**config.mk**
```make
export PLATFORM = sky130hd
export DESIGN_NAME = rgb_pwm_blink
export DESIGN_NICKNAME = d
export VERILOG_FILES = /design/src/rtl/rgb_pwm_blink.sv
export SDC_FILE = /design/constraint.sdc
export NUM_CORES = 1
export LEC_CHECK = 0
export ABC_AREA = 0
export ABC_CLOCK_PERIOD_IN_PS = 6500
export CORE_ASPECT_RATIO = 0.75
export CORE_UTILIZATION = 64
export DETAILED_ROUTE_END_ITERATION = 8
export GPL_ROUTABILITY_DRIVEN = 0
export PLACE_DENSITY = 0.93
export SYNTH_ARGS = -nofsm -noshare
export SYNTH_HDL_FRONTEND = slang
export SYNTH_SLANG_ARGS = --single-unit
```
**constraint.sdc**
```tcl
create_clock -name clk -period 6.5 [get_ports clk]
set_clock_uncertainty 0.1 [all_clocks]
set_input_delay 1.625 -clock clk [delete_from_list [all_inputs] [get_ports clk]]
set_output_delay 1.625 -clock clk [all_outputs]
set_load 0.005 [all_outputs]
```
**src/rtl/rgb_pwm_blink.sv**
```systemverilog
// Three-channel LED PWM driver with off/solid/blink/breathe modes.
// Config writes are shadowed and take effect only at PWM period boundaries.
module rgb_pwm_blink #(
   parameter int unsigned PWM_BITS    = 8,
   parameter int unsigned TICK_DIV    = 12000,
   parameter int unsigned BLINK_TICKS = 500,
   parameter bit          ACTIVE_LOW  = 1'b1
) (
   input  logic                clk,
   input  logic                rst,
   input  logic                cfg_we,
   input  logic [1:0]          cfg_mode,
   input  logic [PWM_BITS-1:0] cfg_r,
   input  logic [PWM_BITS-1:0] cfg_g,
   input  logic [PWM_BITS-1:0] cfg_b,
   output logic                cfg_pending,
   output logic                period_start,
   output logic                led_r,
   output logic                led_g,
   output logic                led_b
);

   localparam int unsigned DivW  = (TICK_DIV > 1) ? $clog2(TICK_DIV) : 1;
   localparam int unsigned BlkW  = $clog2(BLINK_TICKS + 1);
   localparam int unsigned ProdW = 2 * PWM_BITS;
   localparam logic [DivW-1:0]     DivMax = DivW'(TICK_DIV - 1);
   localparam logic [BlkW-1:0]     BlkMax = BlkW'(BLINK_TICKS - 1);
   localparam logic [PWM_BITS-1:0] LvlMax = '1;

   typedef enum logic [1:0] {
      ModeOff     = 2'd0,
      ModeSolid   = 2'd1,
      ModeBlink   = 2'd2,
      ModeBreathe = 2'd3
   } mode_e;

   logic [DivW-1:0]     count0_q;
   logic [PWM_BITS-1:0] pwm_cnt_q;
   logic                period_start_q;
   logic                cfg_pending_q;
   mode_e               act_mode_q, pend_mode_q, new_mode;
   logic [PWM_BITS-1:0] act_col_q [3];
   logic [PWM_BITS-1:0] pend_col_q [3];
   logic [PWM_BITS-1:0] new_col [3];
   logic [PWM_BITS-1:0] cfg_col [3];
   logic [BlkW-1:0]     tick_cnt_q, tick_cnt_d;
   logic                phase_q, phase_d;
   logic [PWM_BITS-1:0] lvl_q, lvl_d, lvl_step;
   logic                dir_down_q, dir_down_d;
   logic [2:0]          led_q;
   logic [ProdW-1:0]    prod [3];
   logic [PWM_BITS-1:0] duty [3];
   logic [2:0]          lit;
   logic                tick, boundary, apply, mode_change;

   assign tick     = (count0_q == DivMax);
   assign boundary = (pwm_cnt_q == '1);

   // A write landing on the boundary bypasses the shadow and applies at once.
   always_comb begin
      cfg_col[0] = cfg_r;
      cfg_col[1] = cfg_g;
      cfg_col[2] = cfg_b;
      apply      = 1'b0;
      new_mode   = act_mode_q;
      new_col    = act_col_q;
      if (boundary) begin
         if (cfg_we) begin
            apply    = 1'b1;
            new_mode = mode_e'(cfg_mode);
            new_col  = cfg_col;
         end else if (cfg_pending_q) begin
            apply    = 1'b1;
            new_mode = pend_mode_q;
            new_col  = pend_col_q;
         end
      end
      mode_change = apply && (new_mode != act_mode_q);
   end

   always_comb begin
      tick_cnt_d = tick_cnt_q;
      phase_d    = phase_q;
      lvl_d      = lvl_q;
      dir_down_d = dir_down_q;
      lvl_step   = dir_down_q ? lvl_q - 1'b1 : lvl_q + 1'b1;
      if (act_mode_q != ModeBlink) begin
         tick_cnt_d = '0;
         phase_d    = 1'b0;
      end else if (tick) begin
         if (tick_cnt_q == BlkMax) begin
            tick_cnt_d = '0;
            phase_d    = ~phase_q;
         end else begin
            tick_cnt_d = tick_cnt_q + 1'b1;
         end
      end
      // Direction flips on arrival at an endpoint, so each endpoint lasts one tick.
      if (act_mode_q != ModeBreathe) begin
         lvl_d      = '0;
         dir_down_d = 1'b0;
      end else if (tick) begin
         lvl_d = lvl_step;
         if (lvl_step == LvlMax) begin
            dir_down_d = 1'b1;
         end else if (lvl_step == '0) begin
            dir_down_d = 1'b0;
         end
      end
      if (mode_change) begin
         tick_cnt_d = '0;
         phase_d    = 1'b0;
         lvl_d      = '0;
         dir_down_d = 1'b0;
      end
   end

   always_comb begin
      lit = '0;
      for (int i = 0; i < 3; i++) begin
         prod[i] = ProdW'(act_col_q[i]) * ProdW'(lvl_q);
         duty[i] = '0;
         unique case (act_mode_q)
            ModeOff:     duty[i] = '0;
            ModeSolid:   duty[i] = act_col_q[i];
            ModeBlink:   duty[i] = phase_q ? '0 : act_col_q[i];
            ModeBreathe: duty[i] = prod[i][ProdW-1:PWM_BITS];
         endcase
         lit[i] = (pwm_cnt_q < duty[i]);
      end
   end

   always_ff @(posedge clk) begin
      if (rst) begin
         count0_q       <= '0;
         pwm_cnt_q      <= '0;
         period_start_q <= 1'b0;
         cfg_pending_q  <= 1'b0;
         act_mode_q     <= ModeOff;
         pend_mode_q    <= ModeOff;
         for (int i = 0; i < 3; i++) begin
            act_col_q[i]  <= '0;
            pend_col_q[i] <= '0;
         end
         tick_cnt_q     <= '0;
         phase_q        <= 1'b0;
         lvl_q          <= '0;
         dir_down_q     <= 1'b0;
         led_q          <= {3{ACTIVE_LOW}};
      end else begin
         count0_q       <= tick ? '0 : count0_q + 1'b1;
         pwm_cnt_q      <= pwm_cnt_q + 1'b1;
         period_start_q <= boundary;
         if (apply) begin
            act_mode_q <= new_mode;
            act_col_q  <= new_col;
         end
         if (boundary) begin
            cfg_pending_q <= 1'b0;
         end else if (cfg_we) begin
            cfg_pending_q <= 1'b1;
            pend_mode_q   <= mode_e'(cfg_mode);
            pend_col_q    <= cfg_col;
         end
         tick_cnt_q     <= tick_cnt_d;
         phase_q        <= phase_d;
         lvl_q          <= lvl_d;
         dir_down_q     <= dir_down_d;
         led_q          <= lit ^ {3{ACTIVE_LOW}};
      end
   end

   assign cfg_pending  = cfg_pending_q;
   assign period_start = period_start_q;
   assign led_r        = led_q[0];
   assign led_g        = led_q[1];
   assign led_b        = led_q[2];

endmodule

```
==> impl_metrics.py, run 1 <==
metrics = {
    "placed_design": {
        "dpl.hpwl_um": 18520,
        "dp_slack_ns": 0.3598,
        "io_buffers": 33,
    },
    "synthesis": {
        "yosysUniqueCellTypes": 63,
        "ys_ff_latch": 98,
        "netlist_area_sq_um": 10840,
        "yosysMostFrequentCell": "and2_1",
        "synth.area.top_cells": "fa_1 (20%), dfxtp_1 (18%), ha_1 (15%)",
        "yosysWarnings": 0,
        "synthTopCellsByCount": "and2_1 (160), inv_1 (145), ha_1 (131), nand2_1 (123), fa_1 (106)",
        "synth_fp_nets": 1538,
        "synthFlopType": "dfxtp_1",
        "yosysTopAreaCell": "fa_1",
        "seq_area_frac_synth_pct": 18.09,
        "async_reset_ff_share_pct": 0,
        "synth-edff-count": 0,
        "postSynthCellCount": 1272,
        "yosysTopAreaCellShare_pct": 19.57,
        "synth.avg_cell_area_sq_um": 8.524,
    },
    "sta": {
        "fin_ws_ns": 0.3656,
        "period_share_pct": 94.38,
        "relSlewSlack_pct": 38.57,
        "setup_violations": 0,
        "tns_ns": 0,
        "fmax_ghz": 0.1630,
        "hold_violations": 0,
        "slew_viol_final": 0,
        "whs_ns": 0.3560,
        "min_period_ns": 6.134,
        "worst_slew_pin_slew_ns": 0.9202,
        "rsz0062_at_grt": "no",
    },
    "floorplanning": {
        "rows": 40,
        "die_x_um": 152.3,
        "die_area_sq_um": 17470,
        "die_y_um": 114.7,
        "start_util_pct": 66.66,
        "io_pins": 34,
        "coreArea_sq_um": 16270,
    },
    "pwr": {
        "leakagePower_nw": 5.517,
        "power_frac_clock_pct": 44.6,
        "swShare_pct": 24.88,
        "powerDensity_nw_per_um2": 111.4,
        "power_switching_w": 0.0003199,
        "peakVddDrop_mv": 0.2298,
        "p_seq_share_pct": 48.5,
        "intPower_w": 0.0009660,
        "total_power_w": 0.001286,
        "p_comb_share_pct": 6.8,
    },
    "critical_path": {
        "worst-endpoint-arrival_ns": 6.27,
        "crit_type": "register to register",
        "regToRegEndpoint": "led_q[2]",
        "cp_slowest_stage_delay_ns": 0.72,
        "cp_common_cell": "fa_1",
        "cp-start-kind": "register",
        "rrSetupSlack_ns": 0.37,
        "end_kind": "register",
        "cp.required_ns": 6.64,
        "crit_end": "led_q[2]",
        "cp-startpoint": "lvl_q[6]",
        "worst-path-max-fanout": 14,
        "crit_slowest_cell": "dfxtp_1",
        "crit_chain": "nand2_1 -> fa_1 -> fa_1 -> inv_1 -> fa_1 -> inv_1 -> fa_1 -> inv_1 -> ha_1 -> a21o_1 -> a21o_1 -> a21o_1 -> nor3_1 -> mux2i_1 -> and3_1 -> ha_1 -> a21oi_1 -> nor2b_1 -> o21ai_0 -> o211ai_1 -> nor3_1 -> a21oi_1",
        "regToRegStartpoint": "lvl_q[6]",
        "ff2ff_path_depth": 22,
    },
    "finish": {
        "multi_input_area_sq_um": 8056,
        "fill_cells": 1115,
        "ff_latch_area_sq_um": 1964,
        "area_growth_pct": 6.439,
        "drive_gt1_share_pct": 2.937,
        "post-route-util_pct": 70.95,
        "nets": 1521,
        "antennaDiodeCount": 0,
    },
    "clock_tree": {
        "cts_root_buf": "clkbuf_16",
        "numCtsBuffers": 9,
        "path_clk_slew_ns": 0.08,
        "cts_buffer_depth": 2,
        "htreeDepth": 3,
        "clock_sinks": 98,
        "tritoncts": "done",
        "ctsHoldBuffers": 0,
        "clk_latency_ns": 0.35,
    },
    "global_route": {
        "grt_max_degree": 70,
        "antenna_found_initial": 0,
        "overflow": 0,
        "grt_usage_pct": 30.55,
        "grt_pass1_vias": 9168,
        "grt_pass1_wl_um": 43190,
    },
    "detailed_routing": {
        "vias": 8973,
        "ant_nets": 0,
        "first_iter_violations": 943,
        "route.met3.wl_um": 2293,
        "first_pass_iters": 6,
        "routedWlPerCell_um": 17.19,
        "highest_layer": "met4",
        "drc_errors": 0,
        "vias_per_cell": 6.104,
        "wirelength_met1_um": 10520,
        "dr_wl_met2_um": 11850,
        "wl_um": 25270,
    },
    "outcome": {
        "outcome": "complete, no violations",
    },
    "min_path": {
        "hold_class": "register to register",
    },
    "flow_run": {
        "cap_violations": 0,
    },
}
logic make-up after synthesis:
group | after synthesis | share of synthesized area, %
AND/OR/NAND/NOR | 454 | 21.68
flip-flops | 98 | 18.09
buffers and inverters | 215 | 7.616
XOR/XNOR | 48 | 3.877
AO/OA/AOI/OAI | 194 | 11.64
adder cells (fa/ha/maj) | 237 | 34.69
multiplexers | 26 | 2.400
worst min path at each step:
| stage | from | end | slack, ns | cells past startpoint |
|---|---|---|---|---|
| 2_1_floorplan | count0_q[0] | count0_q[0] | 0.33 | 1 |
| 3_3_place_gp | pend_col_q[14] | pend_col_q[14] | 0.34 | 2 |
| 3_5_place_dp | pend_col_q[16] | pend_col_q[16] | 0.35 | 2 |
| 4_1_cts | pend_col_q[16] | pend_col_q[16] | 0.36 | 2 |
| 5_1_grt | pend_col_q[16] | pend_col_q[16] | 0.37 | 2 |
| 6_report | pend_col_q[16] | pend_col_q[16] | 0.36 | 2 |
power by group through the flow:
| stage | clock network, W | registers, W | logic [W] |
|---|---|---|---|
| 4_1_cts | 0.000577 | 0.000624 | 0.0000868 |
| 6_report | 0.000574 | 0.000624 | 0.0000875 |
| 2_1_floorplan | 0 | 0.000635 | 0.0000521 |
| 3_3_place_gp | 0 | 0.000637 | 0.0000813 |
| 5_1_grt | 0.000601 | 0.000625 | 0.0000958 |
| 3_5_place_dp | 0 | 0.000638 | 0.0000844 |
placed cells by master, fill, tap and decap left out, types with 3 or more instances in the layout:
master and n:
and2_1 160, inv_1 145, ha_1 131, nand2_1 123, fa_1 106, dfxtp_1 96
nor2_1 78, a21oi_1 66, a211oi_1 35, clkdlybuf4s50_1 32, mux2i_1 26, xnor2_1 24
xor2_1 24, o21ai_0 23, nand3_1 23, a21o_1 14, nand4_1 14, a22oi_1 12
nor3_1 11, clkbuf_16 9, buf_4 9, nand2b_1 6, nor2b_1 5, o21bai_1 5
nor3b_1 5, o211ai_1 5, o21a_1 4, and4_1 4, or3_1 4, a32oi_1 4
nand4b_1 4, a221oi_1 4, o21ai_1 3, and3_1 3
sequential cells by signal (all words and copies together) (netlist names), 2 cells and up:
name	cells
pend_mode_q	2
tick_cnt_q	9
act_mode_q	2
pend_col_q	24
count0_q	14
act_col_q	24
lvl_q	8
pwm_cnt_q	8
led_q	3
critical path: cells and delay by family, from the launching register on:
family,cells,cell delay (ns)
compound gates,7,1.23
fa+ha+maj,6,2.64
buf+inv,3,0.17
flops,1,0.72
mux,1,0.21
simple gates,5,0.95
final cells by class:
| class | instances | area share [%] |
|---|---|---|
| Clock buffer | 9 | 1.951 |
| Clock inverter | 7 | 0.8239 |
| Inverter | 145 | 4.716 |
| Multi-Input combinational cell | 959 | 69.81 |
| Sequential cell | 98 | 17.02 |
| Tap cell | 210 | 2.277 |
| Timing Repair Buffer | 42 | 3.404 |
stage by stage:
step,instances,instance area (sq um)
after floorplan,1272,10840
after global placement,1454,11220
after detailed placement,1454,11220
after CTS,1470,11540
after global routing,1470,11540
final,1470,11540
routing by layer:
layer,global-route usage [%],up-vias
met2,51.67,431
li1,-,4158
met1,40.35,4307
met4,9.796,0
met5,0,-
met3,5.148,77
timing repair:
action                                  in CTS  in global routing
endpoints found under the hold margin        0                  0
buffers inserted                             0                  0
endpoints found under the setup margin       0                  1
gates resized for setup                      0                  2
No activity file was read; power rests on OpenSTA's default activity.
==> inputs of run 2 (changes only) <==
--- a/config.mk
+++ b/config.mk
@@ -9,6 +9,7 @@
 export ABC_CLOCK_PERIOD_IN_PS = 6500
 export CORE_ASPECT_RATIO = 0.75
 export CORE_UTILIZATION = 64
+export CTS_CLUSTER_SIZE = 10
 export DETAILED_ROUTE_END_ITERATION = 8
 export GPL_ROUTABILITY_DRIVEN = 0
 export PLACE_DENSITY = 0.93
==> results of run 2 <==
Final layout, timing and power as in run 1 (identical DEF).
==> inputs of run 3 (changes only) <==
--- a/config.mk
+++ b/config.mk
@@ -9,6 +9,7 @@
 export ABC_CLOCK_PERIOD_IN_PS = 6500
 export CORE_ASPECT_RATIO = 0.75
 export CORE_UTILIZATION = 64
+export CTS_BUF_LIST = sky130_fd_sc_hd__clkbuf_16
 export CTS_CLUSTER_SIZE = 10
 export DETAILED_ROUTE_END_ITERATION = 8
 export GPL_ROUTABILITY_DRIVEN = 0
==> results of run 3 <==
Final layout, timing and power as in run 1 (identical DEF).
